--- config.mk ---
export PLATFORM = sky130hd
export DESIGN_NAME = conv_kernel_scheduler
export DESIGN_NICKNAME = d
export VERILOG_FILES = /design/src/rtl/conv_kernel_scheduler_pkg.sv /design/src/rtl/conv_kernel_scheduler_counter.sv /design/src/rtl/conv_kernel_scheduler.sv
export SDC_FILE = /design/constraint.sdc
export NUM_CORES = 1
export LEC_CHECK = 0
export BUFFER_PORTS_ARGS = -buffer_cell sky130_fd_sc_hd__buf_2
export CORE_ASPECT_RATIO = 0.9
export CORE_MARGIN = 1.5
export CORE_UTILIZATION = 56
export CTS_CLUSTER_SIZE = 20
export DETAILED_ROUTE_END_ITERATION = 10
export MAX_ROUTING_LAYER = met4
export PLACE_DENSITY = 0.83
export SYNTH_ARGS = -nofsm -noshare
export SYNTH_HDL_FRONTEND = slang
export SYNTH_SLANG_ARGS = --single-unit
--- constraint.sdc ---
create_clock -name clk -period 3.1 [get_ports clk]
set_clock_uncertainty 0.05 [all_clocks]
set_input_delay 0.155 -clock clk [delete_from_list [all_inputs] [get_ports clk]]
set_output_delay 0.155 -clock clk [all_outputs]
set_load 0.02 [all_outputs]
--- src/rtl/conv_kernel_scheduler_pkg.sv ---
// Shared definitions for the Conv2d kernel scheduler.
// Holds the sequencer state encoding and the layer count width.
package conv_kernel_scheduler_pkg;

    localparam int CNT_W_DEF        = 9;
    localparam int KER_WORDS_PER_CH = 1;

    typedef enum logic [2:0] {
        ST_IDLE,
        ST_LOAD,
        ST_PRIME,
        ST_ISSUE,
        ST_WAIT,
        ST_FEND
    } sched_state_e;

endpackage

--- src/rtl/conv_kernel_scheduler_counter.sv ---
// Generic up-counter with synchronous clear and enable.
// Used for the channel and filter indices of the kernel scheduler.
module counter #(
    parameter int BITWIDTH = 9
) (
    input  logic                clk,
    input  logic                Reset,
    input  logic                clr,
    input  logic                en,
    output logic [BITWIDTH-1:0] count
);

    logic [BITWIDTH-1:0] count_q;
    logic [BITWIDTH-1:0] count_d;

    // Clear wins over enable so a restart never sees a stale increment.
    always_comb begin
        count_d = count_q;
        if (clr) begin
            count_d = '0;
        end else if (en) begin
            count_d = count_q + BITWIDTH'(1);
        end
    end

    always_ff @(posedge clk) begin
        if (Reset) begin
            count_q <= '0;
        end else begin
            count_q <= count_d;
        end
    end

    assign count = count_q;

endmodule

--- src/rtl/conv_kernel_scheduler.sv ---
// Layer-level sequencer: loads one kernel set per filter into the kernel BRAM,
// then steps the BRAM read port channel by channel in lockstep with the datapath.
module conv_kernel_scheduler
    import conv_kernel_scheduler_pkg::*;
#(
    parameter int CNT_W = CNT_W_DEF
) (
    input  logic             clk,
    input  logic             Reset,
    input  logic             start,
    input  logic [CNT_W-1:0] CHANNEL_SIZE,
    input  logic [CNT_W-1:0] FILTER_COUNT,
    output logic             load_BRAM_dina,
    input  logic             last_loading_1ker,
    output logic             update_BRAM_doutb,
    input  logic             last_channel,
    output logic             chan_start,
    input  logic             chan_done,
    output logic             filter_done,
    output logic             done,
    output logic             busy,
    output logic [CNT_W-1:0] filter_idx,
    output logic [CNT_W-1:0] channel_idx,
    output logic             err
);

    sched_state_e     state_q, state_d;
    logic             load_q, load_d;
    logic             chan_start_q, chan_start_d;
    logic             filter_done_q, filter_done_d;
    logic             done_q, done_d;
    logic             busy_q, busy_d;
    logic             err_q, err_d;
    logic [CNT_W-1:0] chan_size_q, chan_size_d;
    logic [CNT_W-1:0] filt_count_q, filt_count_d;

    logic             ch_clr, ch_en;
    logic             f_clr, f_en;
    logic             last_ch, last_f;
    logic [CNT_W-1:0] channel_cnt, filter_cnt;

    counter #(.BITWIDTH(CNT_W)) u_channel_cnt (
        .clk   (clk),
        .Reset (Reset),
        .clr   (ch_clr),
        .en    (ch_en),
        .count (channel_cnt)
    );

    counter #(.BITWIDTH(CNT_W)) u_filter_cnt (
        .clk   (clk),
        .Reset (Reset),
        .clr   (f_clr),
        .en    (f_en),
        .count (filter_cnt)
    );

    // Last-channel/filter decisions rely only on the latched counts, never on last_channel.
    assign last_ch = (channel_cnt == chan_size_q - CNT_W'(1));
    assign last_f  = (filter_cnt == filt_count_q - CNT_W'(1));

    always_comb begin
        state_d       = state_q;
        load_d        = 1'b0;
        chan_start_d  = 1'b0;
        filter_done_d = 1'b0;
        done_d        = 1'b0;
        err_d         = err_q;
        chan_size_d   = chan_size_q;
        filt_count_d  = filt_count_q;
        ch_clr        = 1'b0;
        ch_en         = 1'b0;
        f_clr         = 1'b0;
        f_en          = 1'b0;

        case (state_q)
            ST_IDLE: begin
                if (start) begin
                    if ((CHANNEL_SIZE != '0) && (FILTER_COUNT != '0)) begin
                        chan_size_d  = CHANNEL_SIZE;
                        filt_count_d = FILTER_COUNT;
                        err_d        = 1'b0;
                        ch_clr       = 1'b1;
                        f_clr        = 1'b1;
                        load_d       = 1'b1;
                        state_d      = ST_LOAD;
                    end else begin
                        done_d = 1'b1;
                    end
                end
            end
            ST_LOAD: begin
                if (last_loading_1ker) begin
                    state_d = ST_PRIME;
                end else begin
                    load_d = 1'b1;
                end
            end
            ST_PRIME: begin
                chan_start_d = 1'b1;
                state_d      = ST_ISSUE;
            end
            ST_ISSUE: begin
                state_d = ST_WAIT;
            end
            ST_WAIT: begin
                if (chan_done) begin
                    if (last_ch != last_channel) begin
                        err_d = 1'b1;
                    end
                    if (last_ch) begin
                        filter_done_d = 1'b1;
                        done_d        = last_f;
                        state_d       = ST_FEND;
                    end else begin
                        ch_en   = 1'b1;
                        state_d = ST_PRIME;
                    end
                end
            end
            ST_FEND: begin
                if (last_f) begin
                    state_d = ST_IDLE;
                end else begin
                    f_en    = 1'b1;
                    ch_clr  = 1'b1;
                    load_d  = 1'b1;
                    state_d = ST_LOAD;
                end
            end
            default: begin
                state_d = ST_IDLE;
            end
        endcase

        busy_d = (state_d != ST_IDLE);
    end

    always_ff @(posedge clk) begin
        if (Reset) begin
            state_q       <= ST_IDLE;
            load_q        <= 1'b0;
            chan_start_q  <= 1'b0;
            filter_done_q <= 1'b0;
            done_q        <= 1'b0;
            busy_q        <= 1'b0;
            err_q         <= 1'b0;
            chan_size_q   <= '0;
            filt_count_q  <= '0;
        end else begin
            state_q       <= state_d;
            load_q        <= load_d;
            chan_start_q  <= chan_start_d;
            filter_done_q <= filter_done_d;
            done_q        <= done_d;
            busy_q        <= busy_d;
            err_q         <= err_d;
            chan_size_q   <= chan_size_d;
            filt_count_q  <= filt_count_d;
        end
    end

    // The read-address advance must land in the same cycle as chan_done, so it stays combinational.
    assign update_BRAM_doutb = (state_q == ST_WAIT) && chan_done;

    assign load_BRAM_dina = load_q;
    assign chan_start     = chan_start_q;
    assign filter_done    = filter_done_q;
    assign done           = done_q;
    assign busy           = busy_q;
    assign err            = err_q;
    assign filter_idx     = filter_cnt;
    assign channel_idx    = channel_cnt;

endmodule

# Word-level counts from Yosys, hierarchy flattened
# Index checks and enable logic that the tools add are counted.
# classes
n_addsub	4
eq_ne	12
muxes	30
n_bitwise	2
reduce_logical	12
# op_table
operator	n
$mux W1	20
$add A9 B1 Y9 const B	2
$eq A9 B9 Y1	2
$pmux W3 S6	1
$reduce_bool A9 Y1	2
$sub A9 B1 Y9 const B	2
$mux W3	5
$ne A2 B2 Y1 const B	4
$eq A3 B2 Y1 const B	2
$eq A3 B3 Y1 const B	2
$pmux W1 S2	3
$reduce_and A5 Y1	1
$reduce_or A2 Y1	2
$eq A3 B1 Y1 const B	1
$logic_not A3 Y1	1
$pmux W1 S3	1
$reduce_and A3 Y1	1
$reduce_bool A3 Y1	1
$reduce_or A3 Y1	1
$logic_and A1 B1 Y1	2
$not A1 Y1	2
$reduce_bool A2 Y1	1
$ne A1 B1 Y1	1
# totals
regBits	45
inputBits	24
out_inout_bits	25
elab_cells	71

# Longest topological paths before layout
# Gate-level depths: netlist of run 1.
# logic_depth
word_depth	6
ltp_mapped	11
ltp_nobuf	8

# Cells and area by module
# A second synthesis of run 1 with hierarchy kept.
# hier_totals
hier_cells	298
hier_area_um2	2616.3
# by_module_without_submodules
mod	instances	cells_per_inst	area_each_um2	seq_area_each_um2
conv_kernel_scheduler	1	211	1820.5	540.5
counter (u_filter_cnt)	1	44	401.6	180.2
counter (u_channel_cnt)	1	43	394.1	180.2

# Worst setup path after synthesis of run 1
# No wires, ideal clock.
# synth_timing
path_kind	flip-flop to flip-flop
start	reg filt_count_q[0]
end	reg busy_q (netlist: busy)
setup_ps	117
arrival_ps	2211
required_time_ps	2933
slack_ps	721
stages_incl_launch_ff	11
path_buffers	3
synth_period_minus_slack_ps	2379
cell_sequence	dfxtp_1 buf_2 inv_1 ha_1 clkbuf_1 nor2b_1 or3_1 a311oi_2 buf_2 nand4b_1 a32o_1
# synth_between
elab_chain_cells	5
# synth_rtl
element	line_no	rtl
start: declaration	conv_kernel_scheduler.sv:35	logic [CNT_W-1:0] filt_count_q, filt_count_d;
start signal: assignment	conv_kernel_scheduler.sv:159	filt_count_q <= filt_count_d;
$sub A9 B1 Y9	conv_kernel_scheduler.sv:60	assign last_f = (filter_cnt == filt_count_q - CNT_W'(1));
$eq A9 B9 Y1	conv_kernel_scheduler.sv:60	
$mux W1	conv_kernel_scheduler.sv:122	if (last_f) begin
$pmux W3 S6	conv_kernel_scheduler.sv:76	case (state_q)
$reduce_bool A3 Y1	conv_kernel_scheduler.sv:136	busy_d = (state_d != ST_IDLE);
end signal: assignment	conv_kernel_scheduler.sv:156	busy_q <= busy_d;
end: declaration	conv_kernel_scheduler.sv:32	logic busy_q, busy_d;
# No other way between the ends.
# A chain may end at the register's enable or synchronous reset.

# Final worst setup path of run 1
# layout_timing
start	reg filt_count_q[0]
end	reg done_q (netlist: done)
# layout_between
elab_chain_cells	5
# layout_rtl
element	line_no	rtl
$sub A9 B1 Y9	conv_kernel_scheduler.sv:60	
$eq A9 B9 Y1	conv_kernel_scheduler.sv:60	
$mux W1	conv_kernel_scheduler.sv:111	if (last_ch) begin
$mux W1	conv_kernel_scheduler.sv:107	if (chan_done) begin
$pmux W1 S2	conv_kernel_scheduler.sv:76	
end signal: assignment	conv_kernel_scheduler.sv:155	done_q <= done_d;
end: declaration	conv_kernel_scheduler.sv:31	logic done_q, done_d;
# No other way between the ends.

==> results of run 1 <==
## worst max path at each step
stage / start / end / slack (ps)
2_1_floorplan: filt_count_q[0] / busy / 720
3_5_place_dp: filt_count_q[0] / done / 600
5_1_grt: filt_count_q[0] / done / 370
3_3_place_gp: filt_count_q[0] / done / 630
6_report: filt_count_q[0] / done / 580
4_1_cts: filt_count_q[0] / done / 590
## area by class of cell
type	instances	area, um2	area share (%)
Multi-Input combinational cell	246	1710	54.5
Sequential cell	45	901	28.7
Timing Repair Buffer	55	293	9.34
Inverter	9	33.8	1.08
Clock inverter	2	37.5	1.20
Tap cell	62	77.6	2.48
Clock buffer	6	82.6	2.63
## power groups by stage
stage	sequential, mW	combinational, mW	clock (mW)
2_1_floorplan	0.645	0.221	0
3_3_place_gp	0.656	0.274	0
3_5_place_dp	0.657	0.277	0
4_1_cts	0.643	0.279	0.472
5_1_grt	0.649	0.310	0.491
6_report	0.644	0.280	0.469
## sequential cells by signal, indices dropped and copies added (netlist names)
name and cells:
busy 1, chan_size_q 9, chan_start 1, done 1
err 1, filt_count_q 9, filter_done 1, load_BRAM_dina 1
state_q 3, u_channel_cnt.count 9, u_filter_cnt.count 9
## synth_stat cells (10+ instances only)
cell type  count
nand2_1       23
a21oi_1       15
mux2i_1       26
clkbuf_1      10
nor3_1        12
dfxtp_1       45
xor2_1        10
nand3_1       14
nor2_1        27
o21ai_0       15
## logic make-up (layout without fill, tap and decap cells)
family	after synthesis	after routing	share of synthesized area, %
AOI/OAI and AO/OA	63	63	16.5
xor gates and xnor gates	22	22	8.61
adders and majority gates	4	4	1.82
buffers and inverters	31	72	5.01
DFF	45	45	32.8
muxes	26	26	9.47
and+or+nand+nor	131	131	25.8
## per-stage QoR
stage | setup slack [ps] | util, % | instance area (um2) | std cells
final | 581 | 68.5 | 3130 | 425
after global placement | 625 | 65.9 | 3010 | 417
after detailed placement | 601 | 65.9 | 3010 | 417
after CTS | 590 | 68.5 | 3130 | 425
after floorplan | 721 | - | 2750 | 322
after global routing | 369 | 68.5 | 3130 | 425
## layout by cell type (no fill, tap or decap), types with 6 or more instances in the layout
cell type,instances
nor2_1,27
nor2b_1,7
o21ai_0,15
nand2_1,23
buf_4,7
a21oi_1,15
nand4_1,6
nand3_1,14
dfxtp_1,45
nor3_1,12
xor2_1,10
buf_2,48
clkbuf_8,6
a211oi_1,9
inv_1,9
or3_2,6
nand2b_1,8
xnor2_1,9
mux2i_1,26
## layer usage
metal  share of wire (%)  track usage [%]  wire (um)
met5                   0                -          0
met4                0.71             5.35         44
met3                 5.6             4.08        349
met2                  43             37.0       2640
met1                  51             35.9       3150
## worst register-to-register path, stage by stage, from the launching register on
cell and delay (ps):
dfxtp_1 390, inv_1 90, ha_1 310, o21ai_0 210
o32ai_1 320, a211oi_1 140, a311oi_2 380, nand4_1 170
a2111oi_2 370
==> reports/results.tsv, run 1 <==
stage	metric	value	unit
run_status	result_of_the_run	complete, no violations	
drt	detail-route-antenna-nets	0	
synth	synth.yosys.seq_area_share	32.8	%
sta	worst_hold_slack	49.8	ps
pwr	netSwitchingFraction	28.3	%
grt	grt_max_degree	28	
placed_design	io_buffer_count	48	
critical_path	setup.worst_path.class	register to register	
placed_design	final_weighted_congestion_of_routability_driven_global_placement	0.931	
worst_hold_path	hold_path_depth	3	
finish	proportion_of_layout_cells_with_a_drive_suffix_above_1	22.0	%
worst_hold_path	hp-class	input port to register	
cts	ctsResizeCount	0	
worst_hold_path	worstHoldStart	FILTER_COUNT[5]	
cts	cts.repair_timing.setup_buffer_count	0	
synth	prevailing_post_synth_register_cell	dfxtp_1	
worst_hold_path	min_delay_worst_endpoint	filt_count_q[5]	
job	drv.max_cap_violation_count	0	
floorplanning	placement_rows	23	
critical_path	cp_slowest_cell	dfxtp_1	
critical_path	ff2ff_setup_slack	580	ps
synth	synth_area_leaders	dfxtp_1 (33%), mux2i_1 (9.5%), nor2_1 (3.7%)	
drt	post_drt_via_cell_ratio	5.86	
sta	rsz_0062_raised_after_global_routing	no	
cts	tritoncts_clock_tree	built	
drt	drt-wirelength-per-cell	14.6	um
pwr	total_power_consumption_of_the_routed_design	1.39	mW
drt	drcViolationCount	0	
floorplanning	initial_core_util	60.0	%
floorplanning	die_area	0.00534	mm2
drt	vias	2492	
grt	vias_in_the_first_global_route	2254	
cts	tritoncts.num_buffers	5	
finish	layout-area-overhead-vs-synth	14.1	%
drt	detail_route.iter0.violations	211	
cts	cts.clk_slew.worst_paths	90	ps
cts	tritoncts_num_sinks	45	
sta	tightest_slew	641	ps
critical_path	crit_required	3260	ps
critical_path	worst-r2r-cell-count	8	
sta	timing.final.crit_share	81.3	%
critical_path	crit_path_max_incr_delay	390	ps
finish	fin_nets	390	
critical_path	timing.critical_path.arrival	2680	ps
sta	setup_viol	0	
synth	number_of_library_cell_types_mapped_by_synthesis	60	
cts	cts.htree.levels	2	
floorplanning	floorplan.core_area	0.00458	mm2
synth	postSynthRegisterBits	45	
sta	setup_tns	0	ps
cts	ctsHoldBuffers	0	
sta	timing.final.max_slew_violations	0	
sta	fin_crit	2520	ps
synth	syn-instance-count	322	
critical_path	cp_delay_by_family_top	compound AO/OA/AOI/OAI gates	
pwr	power_density	445	mW/mm2
grt	globalRouteTotalUtil	25.0	%
grt	grt_pass1_wl	10600	um
sta	max_freq	397	MHz
finish	num_antenna_cells	0	
critical_path	r2r-start	filt_count_q[0]	
cts	worst_skew_pair.late_latency	300	ps
drt	wl	6190	um
grt	initial_antenna_violation_count	0	
synth	synth-warning-count	0	
cts	clock_tree.root_cell	clkbuf_8	
floorplanning	floorplan.io_pins	49	
grt	grt-ovfl-total	0	
placed_design	dp_hpwl	4660	um
floorplanning	die_height	69.5	um
synth	synth_cell_area	0.00275	mm2
floorplanning	dieWidth	76.8	um
critical_path	worstPathCellList	inv_1 -> ha_1 -> o21ai_0 -> o32ai_1 -> a211oi_1 -> a311oi_2 -> nand4_1 -> a2111oi_2	
pwr	cellInternalPower	999	uW
critical_path	number_of_logic_stages_on_the_critical_path_including_buffering	8	
critical_path	worstPathMaxFanout	9	
drt	firstDrtPassIters	4	
finish	final.fill_count	376	
sta	max-slew-margin-rel	57.0	%
critical_path	end_kind	register	
pwr	peakVddDrop	0.000343	V
synth	synth_top_area_share	32.8	%
critical_path	critical_path.n_buffers_inverters	1	
synth	synth_nets	350	
synth	post_synthesis_mean_instance_area	8.53	um2
pwr	pwr-share-clk	33.7	%
synth	post-synth-top-area-cell	dfxtp_1	
critical_path	timing.rr.end	done	
cts	cts.path.max_buffers	2	
pwr	leakagePower	1.33	nW
pwr	share_seq_of_total_power	46.2	%
pwr	switchingPower	394	uW
critical_path	worst_setup_path_start_kind	register	
synth	synth_enable_flop_cells	0	
pwr	power.share.combinational	20.1	%
sta	timing_hold_violations_final	0	
synth	synth_async_sr_flop_share	0	%
Note: power is estimated with default switching activity, not from simulation.
==> run 2: changes to the inputs <==
--- a/config.mk
+++ b/config.mk
@@ -5,14 +5,15 @@
 export SDC_FILE = /design/constraint.sdc
 export NUM_CORES = 1
 export LEC_CHECK = 0
+export ABC_AREA = 1
 export BUFFER_PORTS_ARGS = -buffer_cell sky130_fd_sc_hd__buf_2
 export CORE_ASPECT_RATIO = 0.9
 export CORE_MARGIN = 1.5
-export CORE_UTILIZATION = 56
+export CORE_UTILIZATION = 51
 export CTS_CLUSTER_SIZE = 20
 export DETAILED_ROUTE_END_ITERATION = 10
 export MAX_ROUTING_LAYER = met4
-export PLACE_DENSITY = 0.83
+export PLACE_DENSITY = 0.8
 export SYNTH_ARGS = -nofsm -noshare
 export SYNTH_HDL_FRONTEND = slang
 export SYNTH_SLANG_ARGS = --single-unit
==> constraint.sdc (replaced) <==
create_clock -name clk -period 2.3 [get_ports clk]
set_clock_uncertainty 0.05 [all_clocks]
set_input_delay 0.115 -clock clk [delete_from_list [all_inputs] [get_ports clk]]
set_output_delay 0.115 -clock clk [all_outputs]
set_load 0.02 [all_outputs]
==> run 2 against run 1 <==
Clock power up 56%. Sequential share of layout area is 0.72 points lower. Via count is 8.8% higher. Synthesized cell count is 29% higher. Critical path depth grew 5. Routed wire length is 6.6% higher. Global-route usage is 0.89 points lower. Register-to-register slack got worse by 370 ps. Non-clock buffer count decreased by 1. Critical path type unchanged. Critical endpoint is now u_channel_cnt.count[5]. Setup slack worse by 370 ps. Final area up 2.6%. Core utilization decreased by 7.3 points. Largest cell class unchanged.
==> reports/results.tsv, run 2 <==
stage	metric	value	unit
floorplanning	die_height	72.9	um
sta	timing_hold_violations_final	0	
finish	most_common_cell_after_layout_fill_and_taps_aside	nand2_1	
finish	mostFrequentLayoutCells	nand2_1 (96), inv_1 (48), buf_2 (48), dfxtp_1 (45)	
pwr	power_density	650	mW/mm2
sta	timing.final.max_slew_violations	0	
drt	drt-wirelength-per-cell	12.4	um
placed_design	io_buffer_count	48	
floorplanning	initial_core_util	52.7	%
critical_path	crit_path_max_incr_delay	370	ps
grt	vias_in_the_first_global_route	2383	
critical_path	setup.worst_path.class	register to register	
floorplanning	floorplan.io_pins	49	
pwr	peakVddDrop	0.000424	V
drt	detail_route.iter0.violations	182	
critical_path	worstPathCellList	inv_2 -> ha_1 -> inv_2 -> nand2_1 -> nand3_1 -> nand3_1 -> nor2_1 -> nand2_1 -> nor2_2 -> nand3_4 -> nand2_4 -> nand2_2 -> a21oi_1	
drt	wl	6600	um
pwr	power.share.combinational	23.4	%
grt	globalRouteTotalUtil	24.1	%
synth	synth.yosys.seq_area_share	32.5	%
synth	post_synthesis_mean_instance_area	6.69	um2
synth	synth_commonest_cells	nand2_1 (96), inv_1 (48), dfxtp_1 (45)	
placed_design	dp_hpwl	5080	um
synth	prevailing_post_synth_register_cell	dfxtp_1	
synth	syn-instance-count	414	
pwr	switchingPower	657	uW
finish	proportion_of_layout_cells_with_a_drive_suffix_above_1	22.5	%
finish	num_antenna_cells	0	
synth	synth_top_area_share	32.5	%
sta	setup_viol	0	
critical_path	end_kind	register	
critical_path	critical_path.n_buffers_inverters	2	
sta	rsz_0062_raised_after_global_routing	no	
cts	worst_skew_pair.late_latency	310	ps
cts	clock_tree.root_cell	clkbuf_8	
synth	postSynthRegisterBits	45	
sta	max_freq	479	MHz
synth	post-synth-top-area-cell	dfxtp_1	
run_status	result_of_the_run	complete, no violations	
critical_path	worst_setup_path_start_kind	register	
drt	vias	2711	
drt	firstDrtPassIters	4	
cts	tritoncts_clock_tree	built	
synth	synth-warning-count	0	
cts	cts.clk_slew.worst_paths	90	ps
sta	fin_crit	2090	ps
sta	timing.final.crit_share	90.8	%
pwr	leakagePower	1.54	nW
worst_hold_path	hp-class	input port to register	
pwr	total_power_consumption_of_the_routed_design	2.09	mW
pwr	cellInternalPower	1.43	mW
cts	tritoncts.num_buffers	5	
grt	grt_pass1_wl	10700	um
grt	grt-ovfl-total	0	
job	drv.max_cap_violation_count	0	
synth	synth_area_leaders	dfxtp_1 (33%), nand2_1 (13%), nand3_1 (6.9%)	
pwr	pwr-share-clk	35.1	%
critical_path	crit_required	2490	ps
drt	detail-route-antenna-nets	0	
synth	yosysMostFrequentCell	nand2_1	
pwr	netSwitchingFraction	31.4	%
floorplanning	placement_rows	25	
finish	layout-area-overhead-vs-synth	16.1	%
critical_path	cp_delay_by_family_top	simple AND/OR/NAND/NOR gates	
synth	synth_enable_flop_cells	0	
floorplanning	die_area	0.00588	mm2
synth	synth_nets	442	
floorplanning	dieWidth	80.7	um
sta	setup_tns	0	ps
floorplanning	floorplan.core_area	0.00526	mm2
drt	drcViolationCount	0	
critical_path	worstPathMaxFanout	12	
cts	cts.path.max_buffers	2	
synth	synth_async_sr_flop_share	0	%
sta	tightest_slew	458	ps
sta	max-slew-margin-rel	69.3	%
pwr	share_seq_of_total_power	41.5	%
placed_design	final_weighted_congestion_of_routability_driven_global_placement	0.893	
cts	tritoncts_num_sinks	45	
critical_path	cp_slowest_cell	dfxtp_1	
cts	cts.repair_timing.setup_buffer_count	0	
synth	synth_cell_area	0.00277	mm2
drt	post_drt_via_cell_ratio	5.09	
critical_path	timing.critical_path.arrival	2280	ps
grt	grt_max_degree	20	
synth	number_of_library_cell_types_mapped_by_synthesis	32	
cts	cts.htree.levels	2	
finish	fin_nets	493	
grt	initial_antenna_violation_count	0	
run 2: cell count changes in the layout (fill, tap and decap cells not counted), sizes merged, moves of 7 or more:
cell / change
a211oi: -10
a21oi: +21
mux2i: -26
o21ai: +8
nor2: +20
xor2: +9
or3: -7
nand2b: -8
nor2b: -7
inv: +46
nand3: +27
nand2: +89
run 2: metal layers:
metal,up-vias,part of all wire [%],track usage [%]
li1,1425,-,-
met1,1205,50,33.5
met2,64,43,35.4
met3,17,5.1,3.75
met4,0,2.3,8.81
met5,-,0,-
run 2: power by group through the flow:
stage          clock network (mW)  registers, mW  logic (mW)
2_1_floorplan                   0          0.886       0.363
3_3_place_gp                    0          0.884       0.470
3_5_place_dp                    0          0.884       0.481
4_1_cts                     0.745          0.867       0.485
5_1_grt                     0.772          0.875       0.550
6_report                    0.733          0.868       0.489
run 2: repair_timing:
item / in CTS / in global routing
hold buffers: 0 / 0
endpoints found under the setup margin: 0 / 1
resized for setup: 0 / 1
run 2: worst paths after layout:
kind | to | slack (ps) | startpoint | cells after the start
worst max-delay path | u_channel_cnt.count[5] | 210 | filt_count_q[0] | 13
worst min-delay path | chan_size_q[7] | 20 | Reset | 2
worst max register to register | u_channel_cnt.count[5] | 210 | filt_count_q[0] | 13
worst min register to register | err | 400 | err | 2
run 2: stage by stage:
step | std cells | hold WS (ps) | area [um2] | setup WS, ps | utilization [%]
2_1_floorplan | 414 | 208 | 2770 | 451 | -
3_3_place_gp | 525 | 348 | 3070 | 224 | 58.5
3_5_place_dp | 525 | 350 | 3070 | 173 | 58.5
4_1_cts | 533 | 14.6 | 3210 | 159 | 61.1
5_1_grt | 533 | 15.7 | 3210 | 6.31 | 61.2
6_report | 533 | 23.2 | 3210 | 211 | 61.2
run 2: logic make-up after synthesis:
group	count (synthesis)	share of synthesized area [%]
compound gates	62	12.5
xor+xnor	22	7.23
fa+ha+maj	4	1.81
buf+inv	65	9.85
flops	45	32.5
simple gates	216	36.1
run 2: layout make-up:
class / instances / area (um2)
Fill cell: 517 / 2040
Multi-Input combinational cell: 304 / 1600
Sequential cell: 45 / 901
Timing Repair Buffer: 54 / 285
Inverter: 55 / 206
Tap cell: 67 / 83.8
Clock buffer: 5 / 68.8
Clock inverter: 3 / 68.8
==> run 3: changes to the inputs <==
--- a/config.mk
+++ b/config.mk
@@ -8,7 +8,7 @@
 export ABC_AREA = 1
 export BUFFER_PORTS_ARGS = -buffer_cell sky130_fd_sc_hd__buf_2
 export CORE_ASPECT_RATIO = 0.9
-export CORE_MARGIN = 1.5
+export CORE_MARGIN = 5
 export CORE_UTILIZATION = 51
 export CTS_CLUSTER_SIZE = 20
 export DETAILED_ROUTE_END_ITERATION = 10
==> constraint.sdc (replaced) <==
create_clock -name clk -period 2.3 [get_ports clk]
set_clock_uncertainty 0.05 [all_clocks]
set_input_delay 0.23 -clock clk [delete_from_list [all_inputs] [get_ports clk]]
set_output_delay 0.23 -clock clk [all_outputs]
set_load 0.02 [all_outputs]
==> run 3 against run 2 <==
Die area up 19%. Clock power down 32%. First-iteration DRC count up 14%. Cell count unchanged. Largest cell class unchanged. Highest routed layer unchanged.
==> reports/results.tsv, run 3 (synthesis results as in run 2) <==
stage	metric	value	unit
run_status	result_of_the_run	complete, no violations	
placed_design	dp_slack	176	ps
finish	proportion_of_layout_cells_with_a_drive_suffix_above_1	23.0	%
finish	design_area	0.00317	mm2
drt	vias	2787	
placed_design	io_buffer_count	48	
finish	fin_nets	493	
critical_path	worstPathCellList	inv_2 -> ha_1 -> inv_2 -> nand2_1 -> nand3_1 -> nand3_1 -> nor2_1 -> nand2_1 -> nor2_2 -> nand3_4 -> nand2_4 -> nand2_2 -> a21oi_1	
sta	fin_crit	2090	ps
grt	globalRouteTotalUtil	22.1	%
worst_hold_path	hp-class	input port to register	
sta	max_freq	479	MHz
grt	grt-ovfl-total	0	
sta	tightest_slew	483	ps
drt	drcViolationCount	0	
drt	drt-wirelength-per-cell	13.3	um
placed_design	final_weighted_congestion_of_routability_driven_global_placement	0.922	
pwr	peakVddDrop	0.000469	V
cts	cts.clk_slew.worst_paths	90	ps
pwr	power_density	588	mW/mm2
critical_path	cp_delay_by_family_top	simple AND/OR/NAND/NOR gates	
pwr	leakagePower	1.52	nW
pwr	power.share.combinational	26.5	%
critical_path	worst_setup_path_start_kind	register	
grt	vias_in_the_first_global_route	2565	
grt	grt_max_degree	34	
cts	worst_skew_pair.late_latency	310	ps
critical_path	critical_path.n_buffers_inverters	2	
critical_path	timing.critical_path.arrival	2280	ps
sta	max-slew-margin-rel	67.7	%
pwr	share_seq_of_total_power	46.6	%
placed_design	dp_hpwl	5450	um
critical_path	end_kind	register	
placed_design	placed_cells	524	
cts	cts.path.max_buffers	2	
critical_path	setup.worst_path.class	register to register	
grt	grt_pass1_wl	11900	um
floorplanning	floorplan.io_pins	49	
critical_path	cp_slowest_cell	dfxtp_1	
pwr	switchingPower	660	uW
sta	setup_viol	0	
cts	cts.htree.levels	2	
floorplanning	floorplan.core_area	0.00526	mm2
floorplanning	initial_core_util	52.7	%
sta	timing.final.max_slew_violations	0	
finish	num_antenna_cells	0	
pwr	pwr-share-clk	26.8	%
cts	ctsHoldBuffers	0	
sta	rsz_0062_raised_after_global_routing	no	
sta	timing.final.crit_share	90.7	%
critical_path	crit_path_max_incr_delay	370	ps
floorplanning	placement_rows	25	
job	drv.max_cap_violation_count	0	
floorplanning	die_area	0.00700	mm2
placed_design	placedInstanceArea	0.00306	mm2
sta	timing_hold_violations_final	0	
drt	firstDrtPassIters	5	
drt	post_drt_via_cell_ratio	5.23	
floorplanning	dieWidth	87.7	um
drt	detail_route.iter0.violations	207	
grt	initial_antenna_violation_count	0	
finish	layout-area-overhead-vs-synth	14.6	%
pwr	cellInternalPower	1.20	mW
pwr	netSwitchingFraction	35.4	%
cts	clock_tree.root_cell	clkbuf_8	
cts	tritoncts.num_buffers	5	
critical_path	worstPathMaxFanout	12	
floorplanning	die_height	79.9	um
cts	tritoncts_num_sinks	45	
sta	setup_tns	0	ps
drt	wl	7100	um
finish	instances_no_fill	533	
finish	mostFrequentLayoutCells	nand2_1 (96), buf_2 (48), inv_1 (47), dfxtp_1 (44)	
sta	finalWorstSetupSlack	214	ps
critical_path	crit_required	2490	ps
finish	most_common_cell_after_layout_fill_and_taps_aside	nand2_1	
drt	detail-route-antenna-nets	0	
cts	tritoncts_clock_tree	built	
run 3: cell count changes in the layout (fill, tap and decap cells not counted):
cell,change
bufinv_16,-2
clkinv_2,+2
clkinvlp_4,+1
dfxtp_1,-1
dfxtp_2,+1
inv_1,-1
inv_2,+1
inv_6,-1
nand2_4,-1
nand2_8,+1
run 3: per-stage QoR:
stage	hold slack [ps]	utilization [%]	total power [mW]
6_report	154	60.4	1.86
5_1_grt	153	60.4	1.98
4_1_cts	145	60.0	1.86
3_5_place_dp	397	58.3	1.37
3_3_place_gp	390	58.3	1.36
2_1_floorplan	323	-	1.25
run 3: cell type report:
| type | instances | area (um2) |
|---|---|---|
| Timing Repair Buffer | 54 | 285 |
| Fill cell | 490 | 2080 |
| Clock inverter | 3 | 17.5 |
| Inverter | 55 | 206 |
| Sequential cell | 45 | 902 |
| Clock buffer | 5 | 68.8 |
| Multi-Input combinational cell | 304 | 1610 |
| Tap cell | 67 | 83.8 |
run 3: per-layer routing:
metal	wire, um	GRT usage [%]
met5	0	-
met4	28	4.14
met3	478	4.85
met2	3140	33.1
met1	3460	30.8
run 3: final timing paths:
path / start / slack [ps] / cells past startpoint / endpoint
worst max-delay path: filt_count_q[0] / 210 / 13 / u_channel_cnt.count[4]
worst min-delay path: Reset / 150 / 2 / chan_start
worst max register to register: filt_count_q[0] / 210 / 13 / u_channel_cnt.count[4]
worst min register to register: err / 410 / 2 / err
run 3: power groups by stage:
| stage | Clock (mW) | Combinational, mW | Sequential [mW] |
|---|---|---|---|
| after floorplan | 0 | 0.363 | 0.886 |
| after global routing | 0.546 | 0.555 | 0.877 |
| after global placement | 0 | 0.472 | 0.884 |
| after detailed placement | 0 | 0.488 | 0.885 |
| final | 0.500 | 0.495 | 0.869 |
| after CTS | 0.506 | 0.490 | 0.868 |
run 3: timing repair:
| item | in CTS | in global routing |
|---|---|---|
| setup endpoints to repair | 0 | 4 |
| buffers inserted | 0 | 1 |
| resized for setup | 0 | 4 |
